[src/rtl/mem_port_arb.sv]
`default_nettype none
// ============================================================================
// Module   : mem_port_arb
// Purpose  : Shares one memory port between an instruction-fetch requester
//            and a data (load/store) requester, with starvation control and
//            an access timeout.
// Revision : 1.0 - initial release
// ============================================================================
module mem_port_arb #(
  parameter int TMO = 15
) (
  input  logic        clk,
  input  logic        rst,
  input  logic        if_req,
  input  logic [15:0] if_addr,
  output logic        if_done,
  output logic [31:0] if_rdata,
  input  logic        d_req,
  input  logic        d_we,
  input  logic [15:0] d_addr,
  input  logic [31:0] d_wdata,
  output logic        d_done,
  output logic [31:0] d_rdata,
  output logic        mem_en,
  output logic        mem_we,
  output logic [15:0] mem_addr,
  output logic [31:0] mem_wdata,
  input  logic [31:0] mem_rdata,
  input  logic        mem_ack,
  output logic        err
);

  localparam int CW = (TMO < 2) ? 1 : $clog2(TMO + 1);

  typedef enum logic [1:0] {
    IDLE  = 2'd0,
    GNT_I = 2'd1,
    GNT_D = 2'd2,
    DONE  = 2'd3
  } state_t;

  state_t        state_q, state_d;
  logic [15:0]   addr_q, addr_d;
  logic          we_q, we_d;
  logic [31:0]   wdata_q, wdata_d;
  logic [1:0]    streak_q, streak_d;
  logic [CW-1:0] cnt_q, cnt_d;
  logic          own_d_q, own_d_d;   // 1: current/last grant belongs to data port
  logic          err_q, err_d;
  logic [31:0]   if_rdata_q, if_rdata_d;
  logic [31:0]   d_rdata_q, d_rdata_d;

  // State and datapath registers; reset abandons any access in flight.
  always_ff @(posedge clk or posedge rst) begin
    if (rst) begin
      state_q    <= IDLE;
      addr_q     <= '0;
      we_q       <= 1'b0;
      wdata_q    <= '0;
      streak_q   <= '0;
      cnt_q      <= '0;
      own_d_q    <= 1'b0;
      err_q      <= 1'b0;
      if_rdata_q <= '0;
      d_rdata_q  <= '0;
    end else begin
      state_q    <= state_d;
      addr_q     <= addr_d;
      we_q       <= we_d;
      wdata_q    <= wdata_d;
      streak_q   <= streak_d;
      cnt_q      <= cnt_d;
      own_d_q    <= own_d_d;
      err_q      <= err_d;
      if_rdata_q <= if_rdata_d;
      d_rdata_q  <= d_rdata_d;
    end
  end

  // Arbitration, grant sequencing, completion capture and timeout.
  always_comb begin
    state_d    = state_q;
    addr_d     = addr_q;
    we_d       = we_q;
    wdata_d    = wdata_q;
    streak_d   = streak_q;
    cnt_d      = cnt_q;
    own_d_d    = own_d_q;
    err_d      = err_q;
    if_rdata_d = if_rdata_q;
    d_rdata_d  = d_rdata_q;
    case (state_q)
      IDLE: begin
        cnt_d = '0;
        err_d = 1'b0;
        // Data has priority unless fetch has already been passed over twice.
        if (d_req && !(if_req && (streak_q == 2'd2))) begin
          state_d = GNT_D;
          addr_d  = d_addr;
          we_d    = d_we;
          wdata_d = d_wdata;
          own_d_d = 1'b1;
          if (if_req && (streak_q != 2'd2)) begin
            streak_d = streak_q + 2'd1;
          end
        end else if (if_req) begin
          state_d  = GNT_I;
          addr_d   = if_addr;
          we_d     = 1'b0;
          wdata_d  = '0;
          own_d_d  = 1'b0;
          streak_d = '0;
        end
      end
      GNT_I, GNT_D: begin
        if (mem_ack) begin
          state_d = DONE;
          if (own_d_q) d_rdata_d  = mem_rdata;
          else         if_rdata_d = mem_rdata;
        end else if (cnt_q == CW'(TMO - 1)) begin
          // Last permitted cycle passed with no ack: complete with error.
          state_d = DONE;
          err_d   = 1'b1;
          if (own_d_q) d_rdata_d  = '0;
          else         if_rdata_d = '0;
        end else begin
          cnt_d = cnt_q + CW'(1);
        end
      end
      DONE: begin
        state_d = IDLE;
      end
      default: begin
        state_d = IDLE;
      end
    endcase
  end

  // Outputs decoded from state so reset clears them immediately.
  always_comb begin
    mem_en    = (state_q == GNT_I) || (state_q == GNT_D);
    mem_we    = mem_en && we_q;
    mem_addr  = addr_q;
    mem_wdata = wdata_q;
    if_done   = (state_q == DONE) && !own_d_q;
    d_done    = (state_q == DONE) && own_d_q;
    err       = (state_q == DONE) && err_q;
    if_rdata  = if_rdata_q;
    d_rdata   = d_rdata_q;
  end

endmodule
`default_nettype wire

[config.mk]
export PLATFORM = sky130hd
export DESIGN_NAME = mem_port_arb
export DESIGN_NICKNAME = d
export VERILOG_FILES = /design/src/rtl/mem_port_arb.sv
export SDC_FILE = /design/constraint.sdc
export NUM_CORES = 1
export LEC_CHECK = 0
export CAP_MARGIN = 40
export CORE_MARGIN = 2
export CORE_UTILIZATION = 43
export CTS_BUF_LIST = sky130_fd_sc_hd__clkbuf_8
export DETAILED_ROUTE_END_ITERATION = 6
export GPL_ROUTABILITY_DRIVEN = 0
export HOLD_SLACK_MARGIN = 0.1
export MAX_ROUTING_LAYER = met4
export PLACE_DENSITY = 0.83
export SETUP_SLACK_MARGIN = 0.3
export SLEW_MARGIN = 10
export SYNTH_ARGS = -nofsm -noshare
export SYNTH_HDL_FRONTEND = slang
export SYNTH_SLANG_ARGS = --single-unit
[constraint.sdc]
create_clock -name clk -period 5.2 [get_ports clk]
set_input_delay 1.3 -clock clk [delete_from_list [all_inputs] [get_ports clk]]
set_output_delay 1.3 -clock clk [all_outputs]
set_load 0.01 [all_outputs]
### Yosys cells after proc, flatten, opt, wreduce, memory -nomap -nowiden

Cells that the tools add are included.

* flip-flop bits (word level): 123
* bits of input ports: 102
* output and inout port bits: 117
* word-level logic and storage cells: 76

* add/sub/neg operators: 2
* eq/ne operators: 12
* muxes and demuxes: 29
* bitwise logic cells: 1
* reductions and logical operators: 22

Operators with widths (number)
* 32-bit two-way mux: 10
* 16-bit two-way mux: 2
* 3-bit AND reduction: 5
* 2-bit two-way mux: 7
* 4-bit two-way mux: 2
* 2-bit inequality test, second input constant: 4
* 4-bit case mux with 2 select lines: 1
* 1-bit logical AND: 7
* 2-bit == test, second input constant: 3
* 3-bit inequality test, second input constant: 2
* 2-bit case mux with 3 select lines: 1
* 2-bit nonzero test: 3
* 1-bit two-way mux: 5
* 4-bit by 1-bit adder with 4-bit output, second input constant: 1
* 4-bit == test, second input constant: 1
* 2-bit AND reduction: 2
* 2-bit by 1-bit adder with 2-bit output, second input constant: 1
* 2-bit by 1-bit == test with 1-bit output, second input constant: 1
* 1-bit zero test: 2
* 2-bit zero test: 1
* 2-bit by 1-bit inequality test with 1-bit output, second input constant: 1
* 1-bit case mux with 2 select lines: 1
* 2-bit OR reduction: 1
* 1-bit logical OR: 1
* 1-bit NOT: 1

### Depth between registers and ports, before layout

Gate-level depths: netlist of run 1.

* depth in word-level cells: 6
* gate-level depth with buffers: 8

### Worst setup path after synthesis of run 1

OpenSTA, ideal clock, no wires.

* path kind: reg-to-output
* start point: reg state_q[0]
* end point: out mem_we
* arrival: 1308 ps
* data required time: 3900 ps
* setup slack: 2592 ps
* cell stages (with the launch flop): 5
* cells stage by stage: dfrtp_1 inv_1 ha_1 clkbuf_1 and2_1

* longest elaborated chain between the ends: 3
* elaborated cells on any way between the ends: 4
* those cells by class: eq/ne: 2; reduce/logical: 2

Ends and longest elaborated chain
* start, declared: line 42 `state_t state_q, state_d;`
* start signal, assigned: line 67 `state_q <= state_d;`
* 2-bit by 1-bit == test with 1-bit output or 2-bit == test (tied branches): line 141 `mem_en = (state_q == GNT_I) || (state_q == GNT_D);`
* 1-bit logical OR *: line 141
* via mem_en: line 24 `output logic mem_en,`
* 1-bit logical AND *: line 142 `mem_we = mem_en && we_q;`
* end, declared: line 25 `output logic mem_we,`

Mark *: on every way through the listed nets, which the timed path passes. The rest lies on a longest branch.

### Worst setup path in the final report of run 1

* start point: reg state_q[0]
* end point: out mem_we

* longest elaborated chain between the ends: 3
* elaborated cells on any way between the ends: 4
* those cells by class: eq/ne: 2; reduce/logical: 2

Ends and longest elaborated chain (line)
* 2-bit by 1-bit == test with 1-bit output or 2-bit == test (tied branches): 141
* 1-bit logical OR *: 141
* 1-bit logical AND *: 142

Every way passes the cells marked *; elsewhere a longest branch is shown, timed or not.

==> reports/results.ini, run 1 <==
[min_path]
whs_endpoint=mem_addr[11]$_DFFE_PP0P_
whs_path_depth=2
hp-start=mem_addr[11]$_DFFE_PP0P_
hold_class=flop to flop

[yosys]
avgSynthCellArea_um2=13.52
syn-num-nets=463
yosys_register_bits=123
ys_seq_area_share_pct=63.96
synth_cell_types=34
synth_cells=356
netlist_area_um2=4812
ys_warn_count=0

[status]
outcome=completed

[power]
ir_worst_vdd_mv=0.3187
p_per_area_nw_per_um2=623.1
p_leak_nw=3.405

[cells_and_area]
num-nets-final=679
diodes=0
area_delta_synth_final_pct=56.21
mostFrequentLayoutCell=clkdlybuf4s50_1
drive_gt1_share_pct=7.863
fill_cells=807
final_cell_mix=218 x clkdlybuf4s50_1, 123 x dfrtp_1, 101 x a22o_1, 20 x nand2_1, 20 x o21ai_0

[cts]
cts-resized-gates=0
cts_tree=built
numCtsBuffers=17
cts.htree.levels=4
post_cts_buffers=0
hold_buffers=0
clockBufferDepth=2
clk_pin_slew_worst_paths_ns=0.07
clock_latency_ns=0.44
cts-root-buf=clkbuf_8
clock_sinks=123

[setup_path]
crit_arrival_ns=2.23
setup.worst_path.class=flop to output port
crit-reg2reg-capture=d_rdata[20]$_DFFE_PP0P_
cp.required_ns=3.90
r2r_start=state_q[0]$_DFFE_PP0P_
path_cells=inv_1 > ha_1 > and2_1 > clkdlybuf4s50_1
slowest_delay_ns=0.62
endpoint_kind=output port
critPathSlowestCell=ha_1
cp-start-kind=flop
rrSetupSlack_ns=2.88
cp_max_fo=17
r2r_cells=4

[detailed_routing]
drt-initial-drc-count=255
wl_per_cell_um=17.92
final_antenna_net_count=0
wl_mm=12.99
first_pass_iters=4
vias=3836
drcViolationCount=0
vias_per_cell=5.291

[grt]
grt_pass1_vias=3859
grt_max_degree=66
antenna_found_initial=0
gr-total-overflow=0
grt_pass1_wl_mm=19.58
grt.total_usage_pct=22.20

[die]
core_um2=10890
dieArea_um2=12050
pin_count=219
initial_core_util_pct=44.20
die_h_um=109.8
die_x_um=109.8
num_rows=38

[sta]
setup-violations-final=0
clock.fmax_mhz=283.3
whs_ns=0.4836
tns_ns=0
finalCritPeriodShare_pct=67.89
maxSlewViolCount=0
hold_viol_final=0
slew_headroom_pct=39.80
fin_skew_ns=0.01329
period_minus_slack_ns=3.530
grt_setup_unrepaired=false
worstMarginPinSlew_ns=0.8996

[placed_design]
detailed_place_hpwl_mm=9.116
io_buffers=218

[flow_run]
maxCapViolCount=0

## registers in the layout, summed over array words and instances, names as in the netlist
register	cells
err_q	1
d_rdata	32
we_q	1
cnt_q	4
own_d_q	1
mem_wdata	32
streak_q	2
if_rdata	32
mem_addr	16
state_q	2
## worst max path at each step
stage	from	depth (start not counted)	end
floorplan	rst	1	cnt_q[0]$_DFFE_PP0P_
global placement	if_req	4	state_q[0]$_DFFE_PP0P_
detailed placement	if_req	4	mem_addr[9]$_DFFE_PP0P_
CTS	state_q[0]$_DFFE_PP0P_	4	mem_we
global route	state_q[0]$_DFFE_PP0P_	4	mem_we
finish	state_q[0]$_DFFE_PP0P_	4	mem_we
## synth_stat cells (all sizes together)
cell type,instances,area (um2)
a221oi,1,15.01
a21o,3,22.52
and2,3,18.77
nor2b,4,25.02
xnor2,1,8.760
o22ai,1,6.260
clkbuf,3,11.26
a22o,101,884.6
nor2,5,18.77
a21boi,1,7.510
buf,24,151.4
inv,6,22.52
ha,5,62.56
dfrtp,123,3078
and3,2,12.51
and4b,1,10.01
nor3,1,5.000
nand4,1,6.260
mux2i,16,160.2
nand2b,1,6.260
o21ai,21,105.1
a21oi,3,15.01
nand3,2,15.01
a31oi,1,6.260
nand2,22,92.59
o31ai,1,7.510
a31o,1,17.52
a41oi,1,8.760
nand3b,1,11.26
## final cells by class
| type | count | area, um2 | area share (%) |
|---|---|---|---|
| clock buffer | 18 | 247.7 | 3.296 |
| clock inverter | 14 | 193.9 | 2.580 |
| sequential | 123 | 3078 | 40.95 |
| tap | 140 | 175.2 | 2.330 |
| timing repair buffer | 224 | 2235 | 29.73 |
| inverter | 6 | 25.02 | 0.3329 |
| multi-input combinational | 200 | 1563 | 20.79 |
## report_power, final
| group | total [mW] | leakage [nW] | switching, mW | internal (mW) |
|---|---|---|---|---|
| clock | 0.928 | 0.213 | 0.392 | 0.536 |
| sequential | 1.65 | 1.55 | 0.260 | 1.39 |
| combinational | 2.11 | 1.64 | 0.912 | 1.19 |
## routing by layer
| metal | GRT usage (%) | up-vias | routed length, um |
|---|---|---|---|
| met3 | 4.861 | 13 | 992 |
| met1 | 28.16 | 1861 | 5604 |
| met2 | 34.79 | 194 | 6217 |
| met4 | 8.861 | 0 | 176 |
| met5 | - | - | 0 |
| li1 | - | 1768 | - |
## cell families after synthesis
group	count (synthesis)	synth area share [%]
muxes	16	3.328
DFF	123	63.96
buffers and inverters	33	3.848
AOI/OAI and AO/OA	135	22.78
and+or+nand+nor	43	4.602
adders and majority gates	5	1.300
xor gates and xnor gates	1	0.1820
## through the flow
step | util (%) | worst slack, ns | total power, mW | cells | cell area, um2
5_1_grt | 69.04 | 1.524 | 4.961 | 725 | 7517
4_1_cts | 69.04 | 1.653 | 4.724 | 725 | 7517
3_5_place_dp | 64.99 | 1.871 | 3.774 | 693 | 7076
6_report | 69.04 | 1.670 | 4.684 | 725 | 7517
2_1_floorplan | - | 0.6291 | 2.656 | 356 | 4812
3_3_place_gp | 64.85 | 1.930 | 3.699 | 692 | 7061
## worst max-delay path: cells and delay by family, from the launching register on
kind	cells	cell delay (ns)
flops	1	0.35
simple gates	1	0.21
fa+ha+maj	1	0.62
buf+inv	2	0.63
Note: power is estimated with default switching activity, not from simulation.
==> run 2, diff against run 1 <==
- clock period: 5.2 -> 3.6 ns (I/O delays scaled with it)
==> run 2 against run 1 <==
Effect of this change:
- worst setup slack worse by 1.2 ns
- register-to-register slack worse by 1.5 ns
- count of clock-buffer cells in the layout is the same
- cell count down 0.14%
- first-iteration DRC count is 15% lower
- critical path type unchanged
==> reports/results.ini, run 2 (synthesized netlist as in run 1, its figures left out) <==
[status]
outcome=completed

[sta]
finalCritPeriodShare_pct=85.82
maxSlewViolCount=0
setup-violations-final=0
fin_skew_ns=0.01318
slew_headroom_pct=51.66
tns_ns=0
clock.fmax_mhz=323.7
worstMarginPinSlew_ns=0.7242
period_minus_slack_ns=3.089
hold_viol_final=0
grt_setup_unrepaired=false
whs_ns=0.4813

[placed_design]
detailed_place_hpwl_mm=9.195
io_buffers=218
dp_cells=693
placed_area_um2=7094

[flow_run]
maxCapViolCount=0

[setup_path]
path_cells=inv_1 > ha_1 > and2_1 > clkdlybuf4s50_1
critPathSlowestCell=ha_1
cp_top_family=adder cells
cp_num_buf_inv=2
path_depth=4
slowest_delay_ns=0.61
crit_arrival_ns=2.19
cp.required_ns=2.70
setup.worst_path.class=flop to output port
r2r_cells=4
cp-start-kind=flop
endpoint_kind=output port
cp_max_fo=17

[grt]
grt_pass1_wl_mm=20.05
gr-total-overflow=0
grt_pass1_vias=3872
antenna_found_initial=0
grt_max_degree=124
grt.total_usage_pct=22.75

[die]
core_um2=10890
die_h_um=109.8
dieArea_um2=12050
initial_core_util_pct=44.20
die_x_um=109.8
num_rows=38
pin_count=219

[cells_and_area]
area_delta_synth_final_pct=56.06
diodes=0
final_util_pct=68.97
drive_gt1_share_pct=7.877
final_area_um2=7510
num-nets-final=679
final_cell_mix=218 x clkdlybuf4s50_1, 123 x dfrtp_1, 101 x a22o_1, 20 x nand2_1, 20 x o21ai_0
fin_cells=724
mostFrequentLayoutCell=clkdlybuf4s50_1

[detailed_routing]
vias_per_cell=5.406
wl_mm=13.12
wl_per_cell_um=18.12
drcViolationCount=0
first_pass_iters=4
final_antenna_net_count=0
vias=3914
drt-initial-drc-count=216

[min_path]
whs_path_depth=2
hold_class=flop to flop

[cts]
numCtsBuffers=17
cts.htree.levels=4
clockBufferDepth=2
clock_sinks=123
post_cts_buffers=0
cts_tree=built
clk_pin_slew_worst_paths_ns=0.08
cts-resized-gates=0
cts-root-buf=clkbuf_8
clock_latency_ns=0.43
hold_buffers=0

[power]
ir_worst_vdd_mv=0.4308
p_per_area_nw_per_um2=892.2
p_leak_nw=3.401

[run 2: cell types whose count changed in the layout (fill, tap and decap cells not counted), sizes merged]
cell and delta:
clkinv +3, inv -2, bufinv -1, clkinvlp -1
[run 2: worst min-delay path, cell delays in order (launching register included)]
cell	delay, ns
dfrtp_1	0.34
nand2_1	0.05
o21ai_0	0.06
[run 2: where the power goes]
| group | switching, mW | leakage, nW | internal (mW) |
|---|---|---|---|
| combinational | 1.32 | 1.64 | 1.74 |
| clock | 0.561 | 0.205 | 0.705 |
| sequential | 0.376 | 1.55 | 2.01 |
[run 2: layer usage]
layer	vias up	part of all wire, %	track usage, %
met5	-	0	-
met4	0	0.96	7.957
met3	10	9.7	8.062
met2	204	48	34.79
met1	1929	41	28.03
li1	1771	-	-
[run 2: final cells by class]
class | count | area (um2)
Clock inverter | 13 | 167.7
Fill cell | 781 | 3378
Multi-Input combinational cell | 200 | 1563
Timing Repair Buffer | 224 | 2252
Inverter | 6 | 26.28
Sequential cell | 123 | 3078
Clock buffer | 18 | 247.7
Tap cell | 140 | 175.2
[run 2: stage by stage]
step | total power, mW | setup WS, ns
floorplan | 3.836 | 1.189
global placement | 5.367 | 0.8890
detailed placement | 5.475 | 0.7595
CTS | 6.768 | 0.4855
global route | 7.114 | 0.3832
finish | 6.700 | 0.5105
[run 2: path summary, 6_finish.rpt]
path                                           from                        to  slack [ns]
setup / recovery             state_q[0]$_DFFE_PP0P_                    mem_we        0.51
hold / removal             mem_addr[10]$_DFFE_PP0P_  mem_addr[10]$_DFFE_PP0P_        0.48
setup reg to reg             state_q[0]$_DFFE_PP0P_   d_rdata[15]$_DFFE_PP0P_        1.34
hold reg to reg            mem_addr[10]$_DFFE_PP0P_  mem_addr[10]$_DFFE_PP0P_        0.48
max in group asynchronous                       rst   d_rdata[13]$_DFFE_PP0P_        2.09
min in group asynchronous                       rst   if_rdata[7]$_DFFE_PP0P_        0.98
==> run 3, diff against run 2 <==
- HOLD_SLACK_MARGIN: 0.1 -> 0.12
- PLACE_DENSITY: 0.83 -> not set
- PLACE_DENSITY_LB_ADDON: not set -> 0.15
==> run 3 against run 2 <==
Effect of this change:
- design area is 0.35% higher
- clock power is 6% higher
- non-clock buffer count stayed put
- highest routed layer unchanged
- maximum frequency is 0.87% higher
- count of clock-buffer cells in the layout stayed put
- critical endpoint unchanged
- combinational power hardly changed
- sequential share of layout area is 0.14 points lower
- cell count is 0.14% higher
- largest cell class unchanged
- routed wire length is 0.48% lower
==> reports/results.ini, run 3 (synthesized netlist as in run 1, its figures left out) <==
[cts]
clk_pin_slew_worst_paths_ns=0.08
cts-resized-gates=0
cts.htree.levels=4
clock_latency_ns=0.41
cts_tree=built
hold_buffers=0
clockBufferDepth=2
cts-root-buf=clkbuf_8
clock_sinks=123
numCtsBuffers=17
post_cts_buffers=0

[cells_and_area]
diodes=0
drive_gt1_share_pct=8.034
mostFrequentLayoutCell=clkdlybuf4s50_1
final_area_um2=7536
fin_cells=725
num-nets-final=679
area_delta_synth_final_pct=56.60
final_cell_mix=218 x clkdlybuf4s50_1, 123 x dfrtp_1, 101 x a22o_1, 20 x nand2_1, 20 x o21ai_0
final_util_pct=69.21

[die]
pin_count=219
initial_core_util_pct=44.20
dieArea_um2=12050
num_rows=38
die_h_um=109.8
core_um2=10890
die_x_um=109.8

[sta]
finalCritPeriodShare_pct=85.08
tns_ns=0
slew_headroom_pct=51.36
whs_ns=0.4781
period_minus_slack_ns=3.063
worstMarginPinSlew_ns=0.7287
fin_skew_ns=0.008089
setup-violations-final=0
hold_viol_final=0
grt_setup_unrepaired=false
clock.fmax_mhz=326.5
maxSlewViolCount=0
finalWorstSetupSlack_ns=0.5371

[grt]
gr-total-overflow=0
grt_pass1_vias=3851
grt.total_usage_pct=22.94
grt_pass1_wl_mm=20.19
antenna_found_initial=0
grt_max_degree=106

[placed_design]
post-place-ws_ns=0.8167
detailed_place_hpwl_mm=8.983
placed_area_um2=7094
dp_cells=693
io_buffers=218

[detailed_routing]
drt-initial-drc-count=219
final_antenna_net_count=0
wl_per_cell_um=18.01
vias_per_cell=5.319
wl_mm=13.06
vias=3856
first_pass_iters=5
drcViolationCount=0

[min_path]
hold_class=flop to flop

[setup_path]
endpoint_kind=output port
cp_max_fo=17
cp-start-kind=flop
cp.required_ns=2.70
setup.worst_path.class=flop to output port
crit_arrival_ns=2.16

[power]
ir_worst_vdd_mv=0.4287
p_leak_nw=3.415
power_mw=6.771
p_per_area_nw_per_um2=898.5

[flow_run]
maxCapViolCount=0

[status]
outcome=completed

## run 3: cell type report
cell class	count	area [um2]
Multi-Input combinational cell	200	1563
Sequential cell	123	3078
Clock inverter	14	193.9
Clock buffer	18	247.7
Timing Repair Buffer	224	2252
Fill cell	817	3352
Tap cell	140	175.2
Inverter	6	26.28
## run 3: critical path, stage by stage (launching register included)
cell and delay (ns):
dfrtp_1 0.35, inv_1 0.07, ha_1 0.60, and2_1 0.20, clkdlybuf4s50_1 0.52
## run 3: final timing paths
kind / from / endpoint / slack, ns / depth (start not counted)
worst min-delay path: mem_addr[9]$_DFFE_PP0P_ / mem_addr[9]$_DFFE_PP0P_ / 0.48 / 2
worst max register to register: state_q[0]$_DFFE_PP0P_ / d_rdata[25]$_DFFE_PP0P_ / 1.34 / 4
min in group asynchronous: rst / mem_wdata[17]$_DFFE_PP0P_ / 0.83 / 2
worst max-delay path: state_q[0]$_DFFE_PP0P_ / mem_we / 0.54 / 4
max in group asynchronous: rst / if_rdata[5]$_DFFE_PP0P_ / 1.91 / 3
worst min register to register: mem_addr[9]$_DFFE_PP0P_ / mem_addr[9]$_DFFE_PP0P_ / 0.48 / 2
## run 3: power breakdown
group          switching (mW)  total [mW]  internal [mW]
Sequential              0.378        2.38           2.01
Clock                   0.562        1.34          0.777
Combinational            1.31        3.05           1.74
## run 3: per-layer routing
metal  global-route usage, %  vias up  part of all wire [%]
met1                   28.57     1864                    43
met5                       -        -                     0
li1                        -     1770                     -
met4                   8.318        0                  0.96
met3                   7.528       13                   9.4
met2                   35.10      209                    47
